===== config.mk =====
export PLATFORM = sky130hd
export DESIGN_NAME = axi_lite_regfile_slave_flat
export DESIGN_NICKNAME = d
export VERILOG_FILES = /design/src/rtl/axi_lite_pkg.sv /design/src/rtl/axi_lite_if.sv /design/src/rtl/axi_lite_regfile_decode.sv /design/src/rtl/axi_lite_regfile_slave.sv /design/src/flat_wrapper.sv
export SDC_FILE = /design/constraint.sdc
export NUM_CORES = 1
export LEC_CHECK = 0
export ABC_AREA = 1
export CAP_MARGIN = 25
export CORE_AREA = 2 2 458 460
export CTS_CLUSTER_SIZE = 24
export DETAILED_ROUTE_END_ITERATION = 8
export DIE_AREA = 0 0 460 462
export GPL_ROUTABILITY_DRIVEN = 0
export MAX_ROUTING_LAYER = met4
export REMOVE_ABC_BUFFERS = 1
export SYNTH_ARGS = -nofsm -noshare
export SYNTH_HDL_FRONTEND = slang
export SYNTH_SLANG_ARGS = --single-unit
export TNS_END_PERCENT = 20

===== constraint.sdc =====
create_clock -name clk -period 2.9 [get_ports clk]
set_input_delay 0.725 -clock clk [delete_from_list [all_inputs] [get_ports clk]]
set_output_delay 0.725 -clock clk [all_outputs]
set_load 0.05 [all_outputs]

===== src/rtl/axi_lite_pkg.sv =====
// axi_lite_pkg: shared AXI4-Lite response codes and regfile FSM state encodings.
// Ports: none (package).
// Imported by the regfile slave top and its address decoder.
package axi_lite_pkg;

    typedef enum logic [1:0] {
        OKAY   = 2'b00,
        SLVERR = 2'b10,
        DECERR = 2'b11
    } axi_resp_e;

    typedef enum logic [1:0] {
        W_COLLECT = 2'b00,
        W_DELAY   = 2'b01,
        W_RESP    = 2'b10
    } w_state_e;

    typedef enum logic [1:0] {
        R_IDLE  = 2'b00,
        R_DELAY = 2'b01,
        R_RESP  = 2'b10
    } r_state_e;

    // Widest supported response delay, sized to a 4-bit countdown.
    localparam int MAX_RESP_LATENCY = 15;

endpackage


===== src/rtl/axi_lite_if.sv =====
// axi_lite_if: AXI4-Lite bundle between one crossbar master port and a peripheral.
// Ports: AW (awaddr/awprot/awvalid/awready), W (wdata/wstrb/wvalid/wready),
//        B (bresp/bvalid/bready), AR (araddr/arprot/arvalid/arready), R (rdata/rresp/rvalid/rready).
interface axi_lite_if #(
    parameter int ADDR_WIDTH = 32,
    parameter int DATA_WIDTH = 32
);
    logic [ADDR_WIDTH-1:0]   awaddr;
    logic [2:0]              awprot;
    logic                    awvalid;
    logic                    awready;
    logic [DATA_WIDTH-1:0]   wdata;
    logic [DATA_WIDTH/8-1:0] wstrb;
    logic                    wvalid;
    logic                    wready;
    logic [1:0]              bresp;
    logic                    bvalid;
    logic                    bready;
    logic [ADDR_WIDTH-1:0]   araddr;
    logic [2:0]              arprot;
    logic                    arvalid;
    logic                    arready;
    logic [DATA_WIDTH-1:0]   rdata;
    logic [1:0]              rresp;
    logic                    rvalid;
    logic                    rready;

    modport master (
        output awaddr, awprot, awvalid, wdata, wstrb, wvalid, bready,
               araddr, arprot, arvalid, rready,
        input  awready, wready, bresp, bvalid, arready, rdata, rresp, rvalid
    );

    modport slave (
        input  awaddr, awprot, awvalid, wdata, wstrb, wvalid, bready,
               araddr, arprot, arvalid, rready,
        output awready, wready, bresp, bvalid, arready, rdata, rresp, rvalid
    );
endinterface


===== src/rtl/axi_lite_regfile_decode.sv =====
// axi_lite_regfile_decode: byte address -> {hit, register index, read-only flag}.
// Ports: addr (in), hit (out), idx (out), ro (out).
// Purely combinational; no latency, no handshake.
module axi_lite_regfile_decode
    import axi_lite_pkg::*;
#(
    parameter int                       ADDR_WIDTH = 32,
    parameter int                       DATA_WIDTH = 32,
    parameter int                       NUM_REGS   = 16,
    parameter logic [ADDR_WIDTH-1:0]    BASE_ADDR  = 32'h4000_0000,
    parameter logic [NUM_REGS-1:0]      RO_MASK    = '0,
    localparam int                      IDX_W      = (NUM_REGS > 1) ? $clog2(NUM_REGS) : 1
) (
    input  logic [ADDR_WIDTH-1:0] addr,
    output logic                  hit,
    output logic [IDX_W-1:0]      idx,
    output logic                  ro
);
    localparam int BYTES = DATA_WIDTH / 8;
    localparam int LSB   = $clog2(BYTES);
    localparam logic [ADDR_WIDTH:0] SPAN = (ADDR_WIDTH+1)'(NUM_REGS * BYTES);

    logic [ADDR_WIDTH-1:0] off;
    logic                  unused_off;

    assign off = addr - BASE_ADDR;
    // Extend by one bit so a window ending at the top of the address space still compares correctly.
    assign hit = (addr >= BASE_ADDR) && ({1'b0, off} < SPAN);
    // Byte-lane bits below LSB are dropped: unaligned addresses alias onto their word.
    assign idx = off[LSB +: IDX_W];
    assign ro  = hit && RO_MASK[idx];

    assign unused_off = ^off;
endmodule


===== src/rtl/axi_lite_regfile_slave.sv =====
// axi_lite_regfile_slave: AXI4-Lite endpoint fronting NUM_REGS memory-mapped registers.
// Ports: clk, rst_n, bus (axi_lite_if.slave), regs_o (RW register contents, RO slots 0),
//        hw_ro_i (values returned for registers flagged in RO_MASK).
// Latency: write commits one edge after both AW and W are held; B/R follow after RESP_LATENCY idle cycles.
// Backpressure: one outstanding write and one outstanding read; readys drop until the B/R handshake.
module axi_lite_regfile_slave
    import axi_lite_pkg::*;
#(
    parameter int                    ADDR_WIDTH   = 32,
    parameter int                    DATA_WIDTH   = 32,
    parameter int                    NUM_REGS     = 16,
    parameter logic [ADDR_WIDTH-1:0] BASE_ADDR    = 32'h4000_0000,
    parameter logic [NUM_REGS-1:0]   RO_MASK      = '0,
    parameter int                    RESP_LATENCY = 0
) (
    input  logic                           clk,
    input  logic                           rst_n,
    axi_lite_if.slave                      bus,
    output logic [NUM_REGS*DATA_WIDTH-1:0] regs_o,
    input  logic [NUM_REGS*DATA_WIDTH-1:0] hw_ro_i
);
    localparam int         BYTES   = DATA_WIDTH / 8;
    localparam int         IDX_W   = (NUM_REGS > 1) ? $clog2(NUM_REGS) : 1;
    localparam logic [3:0] LAT_CNT = 4'(RESP_LATENCY);

    // Write channel state
    w_state_e              w_state;
    logic                  aw_held;
    logic                  w_held;
    logic [ADDR_WIDTH-1:0] aw_addr_q;
    logic [DATA_WIDTH-1:0] w_data_q;
    logic [BYTES-1:0]      w_strb_q;
    logic                  awready_q;
    logic                  wready_q;
    logic                  bvalid_q;
    axi_resp_e             bresp_q;
    logic [3:0]            w_cnt;

    // Read channel state
    r_state_e              r_state;
    logic                  arready_q;
    logic                  rvalid_q;
    axi_resp_e             rresp_q;
    logic [DATA_WIDTH-1:0] rdata_q;
    logic [3:0]            r_cnt;

    logic [DATA_WIDTH-1:0] regs_q [NUM_REGS];

    logic                  wd_hit, wd_ro, rd_hit, rd_ro;
    logic [IDX_W-1:0]      wd_idx, rd_idx;
    logic                  commit;
    axi_resp_e             w_resp, r_resp;
    logic [DATA_WIDTH-1:0] r_data;
    logic                  unused_prot;

    // Write side decodes the held address, so the decode is stable on the commit cycle.
    axi_lite_regfile_decode #(
        .ADDR_WIDTH (ADDR_WIDTH),
        .DATA_WIDTH (DATA_WIDTH),
        .NUM_REGS   (NUM_REGS),
        .BASE_ADDR  (BASE_ADDR),
        .RO_MASK    (RO_MASK)
    ) u_aw_decode (
        .addr (aw_addr_q),
        .hit  (wd_hit),
        .idx  (wd_idx),
        .ro   (wd_ro)
    );

    // Read side decodes the live araddr: data is captured on the AR handshake edge.
    axi_lite_regfile_decode #(
        .ADDR_WIDTH (ADDR_WIDTH),
        .DATA_WIDTH (DATA_WIDTH),
        .NUM_REGS   (NUM_REGS),
        .BASE_ADDR  (BASE_ADDR),
        .RO_MASK    (RO_MASK)
    ) u_ar_decode (
        .addr (bus.araddr),
        .hit  (rd_hit),
        .idx  (rd_idx),
        .ro   (rd_ro)
    );

    assign commit = (w_state == W_COLLECT) && aw_held && w_held;
    assign w_resp = !wd_hit ? DECERR : (wd_ro ? SLVERR : OKAY);
    assign r_resp = rd_hit ? OKAY : DECERR;

    always_comb begin
        r_data = '0;
        if (rd_hit) begin
            r_data = rd_ro ? hw_ro_i[rd_idx*DATA_WIDTH +: DATA_WIDTH] : regs_q[rd_idx];
        end
    end

    // Register bank. RO slots are never written, so they stay 0 and read back as 0 on regs_o.
    always_ff @(posedge clk or negedge rst_n) begin
        if (!rst_n) begin
            for (int i = 0; i < NUM_REGS; i++) begin
                regs_q[i] <= '0;
            end
        end else if (commit && wd_hit && !wd_ro) begin
            for (int b = 0; b < BYTES; b++) begin
                if (w_strb_q[b]) begin
                    regs_q[wd_idx][b*8 +: 8] <= w_data_q[b*8 +: 8];
                end
            end
        end
    end

    // Write FSM: collect AW and W in any order, commit, optional delay, then hold B until bready.
    always_ff @(posedge clk or negedge rst_n) begin
        if (!rst_n) begin
            w_state   <= W_COLLECT;
            aw_held   <= 1'b0;
            w_held    <= 1'b0;
            aw_addr_q <= '0;
            w_data_q  <= '0;
            w_strb_q  <= '0;
            awready_q <= 1'b1;
            wready_q  <= 1'b1;
            bvalid_q  <= 1'b0;
            bresp_q   <= OKAY;
            w_cnt     <= '0;
        end else begin
            case (w_state)
                W_COLLECT: begin
                    if (aw_held && w_held) begin
                        bresp_q <= w_resp;
                        if (RESP_LATENCY == 0) begin
                            w_state  <= W_RESP;
                            bvalid_q <= 1'b1;
                        end else begin
                            w_state <= W_DELAY;
                            w_cnt   <= LAT_CNT;
                        end
                    end else begin
                        if (bus.awvalid && awready_q) begin
                            aw_held   <= 1'b1;
                            aw_addr_q <= bus.awaddr;
                            awready_q <= 1'b0;
                        end
                        if (bus.wvalid && wready_q) begin
                            w_held   <= 1'b1;
                            w_data_q <= bus.wdata;
                            w_strb_q <= bus.wstrb;
                            wready_q <= 1'b0;
                        end
                    end
                end
                W_DELAY: begin
                    // w_cnt holds the idle cycles still to elapse, including this one.
                    if (w_cnt == 4'd1) begin
                        w_state  <= W_RESP;
                        bvalid_q <= 1'b1;
                    end else begin
                        w_cnt <= w_cnt - 4'd1;
                    end
                end
                W_RESP: begin
                    if (bus.bready) begin
                        bvalid_q  <= 1'b0;
                        aw_held   <= 1'b0;
                        w_held    <= 1'b0;
                        awready_q <= 1'b1;
                        wready_q  <= 1'b1;
                        w_state   <= W_COLLECT;
                    end
                end
                default: w_state <= W_COLLECT;
            endcase
        end
    end

    // Read FSM: capture on the AR edge (pre-write value if a write commits the same edge).
    always_ff @(posedge clk or negedge rst_n) begin
        if (!rst_n) begin
            r_state   <= R_IDLE;
            arready_q <= 1'b1;
            rvalid_q  <= 1'b0;
            rresp_q   <= OKAY;
            rdata_q   <= '0;
            r_cnt     <= '0;
        end else begin
            case (r_state)
                R_IDLE: begin
                    if (bus.arvalid && arready_q) begin
                        arready_q <= 1'b0;
                        rresp_q   <= r_resp;
                        rdata_q   <= r_data;
                        if (RESP_LATENCY == 0) begin
                            r_state  <= R_RESP;
                            rvalid_q <= 1'b1;
                        end else begin
                            r_state <= R_DELAY;
                            r_cnt   <= LAT_CNT;
                        end
                    end
                end
                R_DELAY: begin
                    if (r_cnt == 4'd1) begin
                        r_state  <= R_RESP;
                        rvalid_q <= 1'b1;
                    end else begin
                        r_cnt <= r_cnt - 4'd1;
                    end
                end
                R_RESP: begin
                    if (bus.rready) begin
                        rvalid_q  <= 1'b0;
                        arready_q <= 1'b1;
                        r_state   <= R_IDLE;
                    end
                end
                default: r_state <= R_IDLE;
            endcase
        end
    end

    assign bus.awready = awready_q;
    assign bus.wready  = wready_q;
    assign bus.bvalid  = bvalid_q;
    assign bus.bresp   = bresp_q;
    assign bus.arready = arready_q;
    assign bus.rvalid  = rvalid_q;
    assign bus.rresp   = rresp_q;
    assign bus.rdata   = rdata_q;

    for (genvar i = 0; i < NUM_REGS; i++) begin : g_regs_o
        assign regs_o[i*DATA_WIDTH +: DATA_WIDTH] = regs_q[i];
    end

    assign unused_prot = ^{bus.awprot, bus.arprot};
endmodule

===== src/flat_wrapper.sv =====
// flat-port wrapper written by rule: the top's interface ports become plain ports
module axi_lite_regfile_slave_flat import axi_lite_pkg::*;
#(
    parameter int                    ADDR_WIDTH   = 32,
    parameter int                    DATA_WIDTH   = 32,
    parameter int                    NUM_REGS     = 16,
    parameter logic [ADDR_WIDTH-1:0] BASE_ADDR    = 32'h4000_0000,
    parameter logic [NUM_REGS-1:0]   RO_MASK      = '0,
    parameter int                    RESP_LATENCY = 0
)
  (clk, rst_n, regs_o, hw_ro_i, bus_awaddr, bus_awprot, bus_awvalid, bus_wdata, bus_wstrb, bus_wvalid, bus_bready, bus_araddr, bus_arprot, bus_arvalid, bus_rready, bus_awready, bus_wready, bus_bresp, bus_bvalid, bus_arready, bus_rdata, bus_rresp, bus_rvalid);
  axi_lite_if #(.ADDR_WIDTH(ADDR_WIDTH), .DATA_WIDTH(DATA_WIDTH)) bus_i ();
  input  logic clk;
  input  logic rst_n;
  output logic [NUM_REGS*DATA_WIDTH-1:0] regs_o;
  input  logic [NUM_REGS*DATA_WIDTH-1:0] hw_ro_i;
  input wire logic [$bits(bus_i.awaddr)-1:0] bus_awaddr;
  input wire logic [$bits(bus_i.awprot)-1:0] bus_awprot;
  input wire logic [$bits(bus_i.awvalid)-1:0] bus_awvalid;
  input wire logic [$bits(bus_i.wdata)-1:0] bus_wdata;
  input wire logic [$bits(bus_i.wstrb)-1:0] bus_wstrb;
  input wire logic [$bits(bus_i.wvalid)-1:0] bus_wvalid;
  input wire logic [$bits(bus_i.bready)-1:0] bus_bready;
  input wire logic [$bits(bus_i.araddr)-1:0] bus_araddr;
  input wire logic [$bits(bus_i.arprot)-1:0] bus_arprot;
  input wire logic [$bits(bus_i.arvalid)-1:0] bus_arvalid;
  input wire logic [$bits(bus_i.rready)-1:0] bus_rready;
  output wire logic [$bits(bus_i.awready)-1:0] bus_awready;
  output wire logic [$bits(bus_i.wready)-1:0] bus_wready;
  output wire logic [$bits(bus_i.bresp)-1:0] bus_bresp;
  output wire logic [$bits(bus_i.bvalid)-1:0] bus_bvalid;
  output wire logic [$bits(bus_i.arready)-1:0] bus_arready;
  output wire logic [$bits(bus_i.rdata)-1:0] bus_rdata;
  output wire logic [$bits(bus_i.rresp)-1:0] bus_rresp;
  output wire logic [$bits(bus_i.rvalid)-1:0] bus_rvalid;
  assign bus_i.awaddr = bus_awaddr;
  assign bus_i.awprot = bus_awprot;
  assign bus_i.awvalid = bus_awvalid;
  assign bus_i.wdata = bus_wdata;
  assign bus_i.wstrb = bus_wstrb;
  assign bus_i.wvalid = bus_wvalid;
  assign bus_i.bready = bus_bready;
  assign bus_i.araddr = bus_araddr;
  assign bus_i.arprot = bus_arprot;
  assign bus_i.arvalid = bus_arvalid;
  assign bus_i.rready = bus_rready;
  assign bus_awready = bus_i.awready;
  assign bus_wready = bus_i.wready;
  assign bus_bresp = bus_i.bresp;
  assign bus_bvalid = bus_i.bvalid;
  assign bus_arready = bus_i.arready;
  assign bus_rdata = bus_i.rdata;
  assign bus_rresp = bus_i.rresp;
  assign bus_rvalid = bus_i.rvalid;
  axi_lite_regfile_slave #(.ADDR_WIDTH(ADDR_WIDTH), .DATA_WIDTH(DATA_WIDTH), .NUM_REGS(NUM_REGS), .BASE_ADDR(BASE_ADDR), .RO_MASK(RO_MASK), .RESP_LATENCY(RESP_LATENCY)) u_core (.clk(clk), .rst_n(rst_n), .bus(bus_i), .regs_o(regs_o), .hw_ro_i(hw_ro_i));
endmodule

==> results of run 1 <==
layout by cell type (no fill, tap or decap), types with 2 or more instances in the layout:
cell and instances:
nand2_1 1827, dfrtp_1 612, clkdlybuf4s50_1 568, nand3_1 546
nand4_1 513, buf_4 221, clkbuf_16 74, nor2_1 46
buf_12 39, inv_1 28, clkinv_2 19, nor2_4 18
clkbuf_8 16, diode_2 12, clkbuf_1 10, dlygate4sd2_1 9
o21ai_0 8, inv_6 4, clkinvlp_4 4, bufinv_16 4
dfrtp_4 4, clkinv_16 3, dfstp_2 3, nand3_4 2
inv_8 2, inv_2 2, a21oi_1 2, inv_16 2
clkinv_8 2, clkinv_4 2, dlymetal6s2s_1 2
kinds of logic (layout without fill, tap and decap cells):
logic type / count (synthesis) / count (layout) / synth area share (%)
AOI/OAI and AO/OA: 10 / 10 / 0.165
buffers and inverters: 399 / 1015 / 5.53
DFF: 619 / 619 / 51.2
other: 0 / 12 / 0
and+or+nand+nor: 2954 / 2954 / 43.2
per-stage QoR:
stage / utilization (%) / setup WS [ps] / instance area [um^2]
after floorplan: - / -5540 / 28700
after global placement: 19.5 / 245 / 40600
after detailed placement: 19.5 / 248 / 40600
after CTS: 20.7 / 15.6 / 43100
after global routing: 20.8 / -14.9 / 43200
final: 20.8 / 60.6 / 43200
metal layers:
layer	up-vias	wire [um]
li1	14500	-
met1	16100	74200
met2	2142	73300
met3	445	20500
met4	0	10900
met5	-	0
sequential cells by signal (all words and copies together), names as in the netlist:
| register | count |
|---|---|
| u_core.w_strb_q | 4 |
| u_core.bus.rresp | 1 |
| u_core.bus.wready | 1 |
| u_core.aw_held | 1 |
| u_core.bus.rvalid | 1 |
| u_core.bus.arready | 1 |
| u_core.w_data_q | 32 |
| u_core.bus.bresp | 1 |
| u_core.bus.awready | 1 |
| u_core.aw_addr_q | 30 |
| u_core.w_held | 1 |
| u_core.regs_o | 512 |
| u_core.bus.bvalid | 1 |
| u_core.bus.rdata | 32 |
power breakdown:
group / total, mW / switching (mW) / internal, mW
Clock: 9.88 / 4.33 / 5.55
Sequential: 11.4 / 2.30 / 9.11
Combinational: 5.41 / 4.03 / 1.38
repair_timing:
action                     4_1_cts  5_1_grt
hold endpoints to repair         0        0
setup endpoints to repair        9        2
pin swaps                        0        0
resized for setup                9        2
buffers inserted                 0        0
worst paths after layout:
path | end | slack [ps] | depth (start not counted)
max | regs_o[381] | 60 | 1
min | u_core.regs_o[377] | 70 | 1
max reg2reg | u_core.regs_o[507] | 440 | 10
min reg2reg | u_core.bus.awready | 480 | 2
max in group asynchronous | u_core.w_strb_q[2] | 1950 | 3
min in group clk | u_core.bus.awready | 480 | 2
final cells by class:
class / count / share of cell area, %
Antenna cell: 12 / 0.0695
Inverter: 33 / 0.319
Timing Repair Buffer: 844 / 19.2
Tap cell: 2720 / 7.88
Clock buffer: 99 / 4.85
Clock inverter: 39 / 1.06
Multi-Input combinational cell: 2964 / 30.7
Sequential cell: 619 / 35.9
synth_stat cells:
cell	number
a21oi_1	2
buf_2	72
nand2_1	1827
nand3_1	548
clkbuf_1	244
and3_1	1
nand4_1	513
buf_6	1
clkinv_1	1
nor2_4	1
buf_4	21
nand3b_1	1
dfstp_2	3
buf_1	28
o21ai_0	8
nor2_1	63
inv_2	1
dfrtp_1	616
inv_1	31
==> metrics.md, run 1 <==
| Metric | Value |
|---|---|
| Worst slew margin | `a little over a fifth` |
| Max incr delay on CP | `1010 ps` |
| Dpl hpwl | `roughly 140 mm` |
| CP max stage cell | `clkdlybuf4s50_1` |
| Global Route Usage Sum | `16.7%` |
| Nature of the critical path startpoint | `register` |
| Synth Warn # | `0` |
| H-tree levels | `3` |
| First-pass GRT wire length | `approximately 240 mm` |
| Die ar. | `about 210000 um^2` |
| Met2 usage | `23.3%` |
| CTS sink count | `619` |
| Area of the multi-input gates | `13300 um^2` |
| Hold Slack | `65.6 ps` |
| Drt first pass iters | `6` |
| M3 GR Usage | `around 5.3%` |
| Layer with the highest usage | `met2` |
| Synth Register Bits | `619` |
| CP endpoint kind | `output port` |
| Post-CTS Hold Buffers | `0` |
| Drt total wl | `179 mm` |
| F_max | `352 MHz` |
| Synth top area share | `about 51%` |
| Global route overflow | `0` |
| WP data arrival | `roughly 2100 ps` |
| Die Wd | `460 um` |
| Via count of the first global-routing pass | `a little over 30000` |
| Clock skew | `between 40 and 50 ps` |
| # setup viols final | `0` |
| Worst Setup SP | `u_core.regs_o[381]` |
| Largest cells by area after synthesis | `dfrtp_1 51%, nand2_1 23%, nand4_1 11%` |
| CORE AREA | `208000 um^2` |
| Number of port buffers | `~660` |
| Vias/cell | `4.53` |
| Clock latency on the worst-skew pair | `720 ps` |
| Crit path kind | `reg -> out` |
| Register Area | `15500 um^2` |
| Starting density of the core | `between 10% and 20%` |
| Initial DRC count | `4411` |
| Status | `finished, final reports clean` |
| Cells after DPL | `7179` |
| Clock buffer count from CTS | `74` |
| Initial antenna violation count | `18` |
| Post-Syn Instances | `3982` |
| WP buf/inv | `1` |
| Largest net degree at the start of global routing | `97` |
| Netlist cell types | `19` |
| Maximum clock insertion buffer count | `3` |
| Worst-path clk slew | `60 ps` |
| Mapped cell area | `30300 um^2` |
| CP required | `~2200 ps` |
| Crit path time final | `2840 ps` |
| Syn Area/Cell | `around 7.6 um^2` |
| Rows | `168` |
| Sequential fraction of the synthesis area | `between 50% and 60%` |
| P&R area growth vs syn | `42.7%` |
| PD cells | `618 nW/um^2` |
| Area leader, netlist | `dfrtp_1` |
| IO Pins | `1178` |
| Leakage power total | `20.1 nW` |
| Met1 GRT Util | `21.3%` |
| Worst-path fanout max | `3` |
| Vias | `around 33000` |
| Final Max Slew Viols | `0` |
| DRC | `0` |
| TritonCTS clock tree | `built` |
| Root Buffer | `clkbuf_16` |
| Final net count | `around 5200` |
| Antenna-violating nets left | `0` |
| Worst-margin pin slew | `~1200 ps` |
| Die Y | `462 um` |
| Crit Reg-Reg Startpoint | `u_core.aw_addr_q[10]` |
| Period utilization | `97.9%` |
| Worst vdd ir | `roughly 650 uV` |
| Tot Pwr | `26.7 mW` |
| Setup TNS | `0 ps` |
| Hold Path Class | `in -> async` |
| Share of layout cells above drive strength 1 | `9.24%` |
| Final hold violation count | `0` |
| MaxCap Viol Count | `0` |
| Fill cell count | `23100` |
| WL per Instance | `between 20 and 25 um` |
| Count of non-filler cells in the finished layout | `around 7300` |
| Critical path, cell by cell | `clkdlybuf4s50_1` |
| Critical path's top delay family | `buffers and inverters` |
No activity file was read; power rests on OpenSTA's default activity.
==> inputs of run 2 (changes only) <==
- GPL_TIMING_DRIVEN: not set -> 0
- SETUP_SLACK_MARGIN: not set -> 0.15
- SKIP_CTS_REPAIR_TIMING: not set -> 1
==> run 2 against run 1 <==
Maximum frequency increased by 2.2%. Clock skew decreased by 7.2 ps. Sequential power about the same. Final area increased by 3.4%. Highest routed layer unchanged.
==> metrics.md, run 2 (synthesized netlist as in run 1, its figures left out) <==
| Metric | Value |
|---|---|
| CTS sink count | `619 (unchanged)` |
| Nature of the critical path startpoint | `primary input` |
| F_max | `360 MHz (+2.2%)` |
| Share of layout cells above drive strength 1 | `6.25% (-3.0 points)` |
| Vias/cell | `4.53 (about the same)` |
| Die Y | `462 um (unchanged)` |
| Drt first pass iters | `8 (+2)` |
| Die ar. | `213000 um^2 (unchanged)` |
| Final core utilization | `21.5% (+0.70 points)` |
| Hold Slack | `28.0 ps (-37.5 ps)` |
| NetSw | `10.8 mW (+1.2%)` |
| RSZ-0062 raised after global routing | `true` |
| CP endpoint kind | `register` |
| Worst slew margin | `22.6% (+1.7 points)` |
| Final Max Slew Viols | `0 (unchanged)` |
| TritonCTS clock tree | `built` |
| Initial antenna violation count | `9 (-9)` |
| H-tree levels | `3 (unchanged)` |
| Worst-path clk slew | `60 ps (about the same)` |
| Hold Path Class | `in -> async` |
| CP required | `3480 ps (+1310 ps)` |
| Leading cell type in the layout, fill and taps excluded | `nand2_1` |
| Reg2reg end | `u_core.bus.rdata[27]` |
| Crit path time final | `2780 ps (-62.2 ps)` |
| Initial DRC count | `4102 (-7.0%)` |
| Max reg flops | `512 (unchanged)` |
| Die Wd | `460 um (unchanged)` |
| Tot Pwr | `27.4 mW (+2.6%)` |
| Crit Reg-Reg Startpoint | `u_core.bus.arready` |
| Sequential power share | `41.6% (-1.1 points)` |
| Clock skew | `42.2 ps (-7.19 ps)` |
| Clock latency on the worst-skew pair | `730 ps (about the same)` |
| Fill cell count | `22900 (-0.82%)` |
| Starting density of the core | `14.6% (unchanged)` |
| Clock buffer count from CTS | `75 (+1.4%)` |
| Vias | `32700 (-1.5%)` |
| R2R Setup Slk | `230 ps (-210 ps)` |
| WP data arrival | `3360 ps (+1250 ps)` |
| Largest net degree at the start of global routing | `121 (+25%)` |
| Root Buffer | `clkbuf_16` |
| Drt total wl | `178 mm (-0.39%)` |
| Worst-margin pin slew | `1160 ps (-25.9 ps)` |
| Period utilization | `95.8% (-2.1 points)` |
| Worst setup margin | `123 ps (+62.2 ps)` |
| Clock Power Share | `38.0% (+1.0 points)` |
| Rows | `168 (unchanged)` |
| Register-to-Register Path Depth | `8 (-2)` |
| Worst-path fanout max | `106 (+103)` |
| PD cells | `613 nW/um^2 (-0.72%)` |
| Final hold violation count | `0 (unchanged)` |
| CORE AREA | `208000 um^2 (unchanged)` |
| Crit path kind | `in -> reg` |
| P&R area growth vs syn | `47.5%` |
| Pre-CTS setup slack | `-570 ps (-818 ps)` |
| Global Route Usage Sum | `16.4% (-0.29 points)` |
| Status | `finished, final reports clean` |
| Commonest non-fill, non-tap cells in the layout | `1825 x nand2_1, 612 x dfrtp_1, 520 x nand3_1, 513 x nand4_1, 325 x clkdlybuf4s50_1` |
| Global route overflow | `0 (unchanged)` |
| MaxCap Viol Count | `0 (unchanged)` |
| Antenna-violating nets left | `0 (unchanged)` |
| Worst vdd ir | `652 uV (+0.70%)` |
| First-pass GRT wire length | `242 mm (-0.96%)` |
| Setup TNS | `0 ps (unchanged)` |
| DRC | `0 (unchanged)` |
| WL per Instance | `24.7 um (+1.1%)` |
| Number of port buffers | `655 (unchanged)` |
| Via count of the first global-routing pass | `30700 (-1.2%)` |
| Maximum clock insertion buffer count | `3 (unchanged)` |
| Internal | `16.6 mW (+3.5%)` |
| Dpl hpwl | `131 mm (-3.7%)` |
| Leakage power total | `25.7 nW (+28%)` |
| Switching Share | `39.4% (-0.53 points)` |
| IO Pins | `1178 (unchanged)` |
| # setup viols final | `0 (unchanged)` |
| Gate power share | `20.4% (about the same)` |
| Final net count | `5060 (-2.0%)` |
run 2: cell types whose count changed in the layout (fill, tap and decap cells not counted), sizes merged:
cell           before  now
dlymetal6s2s        2  321
clkdlybuf4s50     568  325
buf               264   82
clkbuf            100  120
clkinv             26   17
dlygate4sd2         9    0
bufinv              4    9
diode              12    8
inv                38   34
run 2: worst max-delay path by stage:
stage | startpoint | endpoint | slack [ps]
after floorplan | u_core.bus.bvalid | u_core.regs_o[0] | -5540
after global placement | rst_n | u_core.regs_o[86] | -28400
after detailed placement | u_core.aw_addr_q[14] | u_core.regs_o[436] | -570
after CTS | u_core.aw_addr_q[14] | u_core.regs_o[407] | -610
after global routing | u_core.aw_addr_q[26] | u_core.regs_o[144] | 40
final | bus_araddr[2] | u_core.bus.rdata[27] | 120
run 2: power by group through the flow:
stage	Clock, mW	Sequential (mW)	Combinational, mW
global route	10.9	11.4	5.91
finish	10.4	11.4	5.59
global placement	0	12.2	3.55
CTS	10.6	11.4	5.31
detailed placement	0	11.5	5.29
floorplan	0	10.9	1.48
run 2: layer usage:
| metal | part of all wire, % | vias to the layer above | wire length (um) | global-route usage, % |
|---|---|---|---|---|
| li1 | - | 14300 | - | - |
| met1 | 40 | 16000 | 71600 | 20.3 |
| met2 | 42 | 2045 | 75300 | 23.2 |
| met3 | 13 | 389 | 22300 | 6.37 |
| met4 | 4.9 | 0 | 8810 | 7.61 |
| met5 | 0 | - | 0 | - |
run 2: critical path: stages:
cell	delay, ps
buf_12	260
buf_16	340
inv_8	270
buf_16	270
nand2_1	210
nand3_1	90
nand3_1	130
nand3_1	300
nand3_2	200
nand2_1	60
run 2: cell type report:
type	instances	area [um^2]	area share, %
sequential	619	15500	34.7
antenna	8	20.0	0.0448
timing repair buffer	742	9380	21.0
multi-input combinational	2964	13500	30.3
clock buffer	106	2160	4.84
clock inverter	31	524	1.17
inverter	33	151	0.339
tap	2720	3400	7.62
run 2: per-stage QoR:
stage	area, um^2	cells
floorplan	28700	3616
global placement	38700	6991
detailed placement	40400	7055
CTS	43100	7192
global route	44600	7217
finish	44700	7223
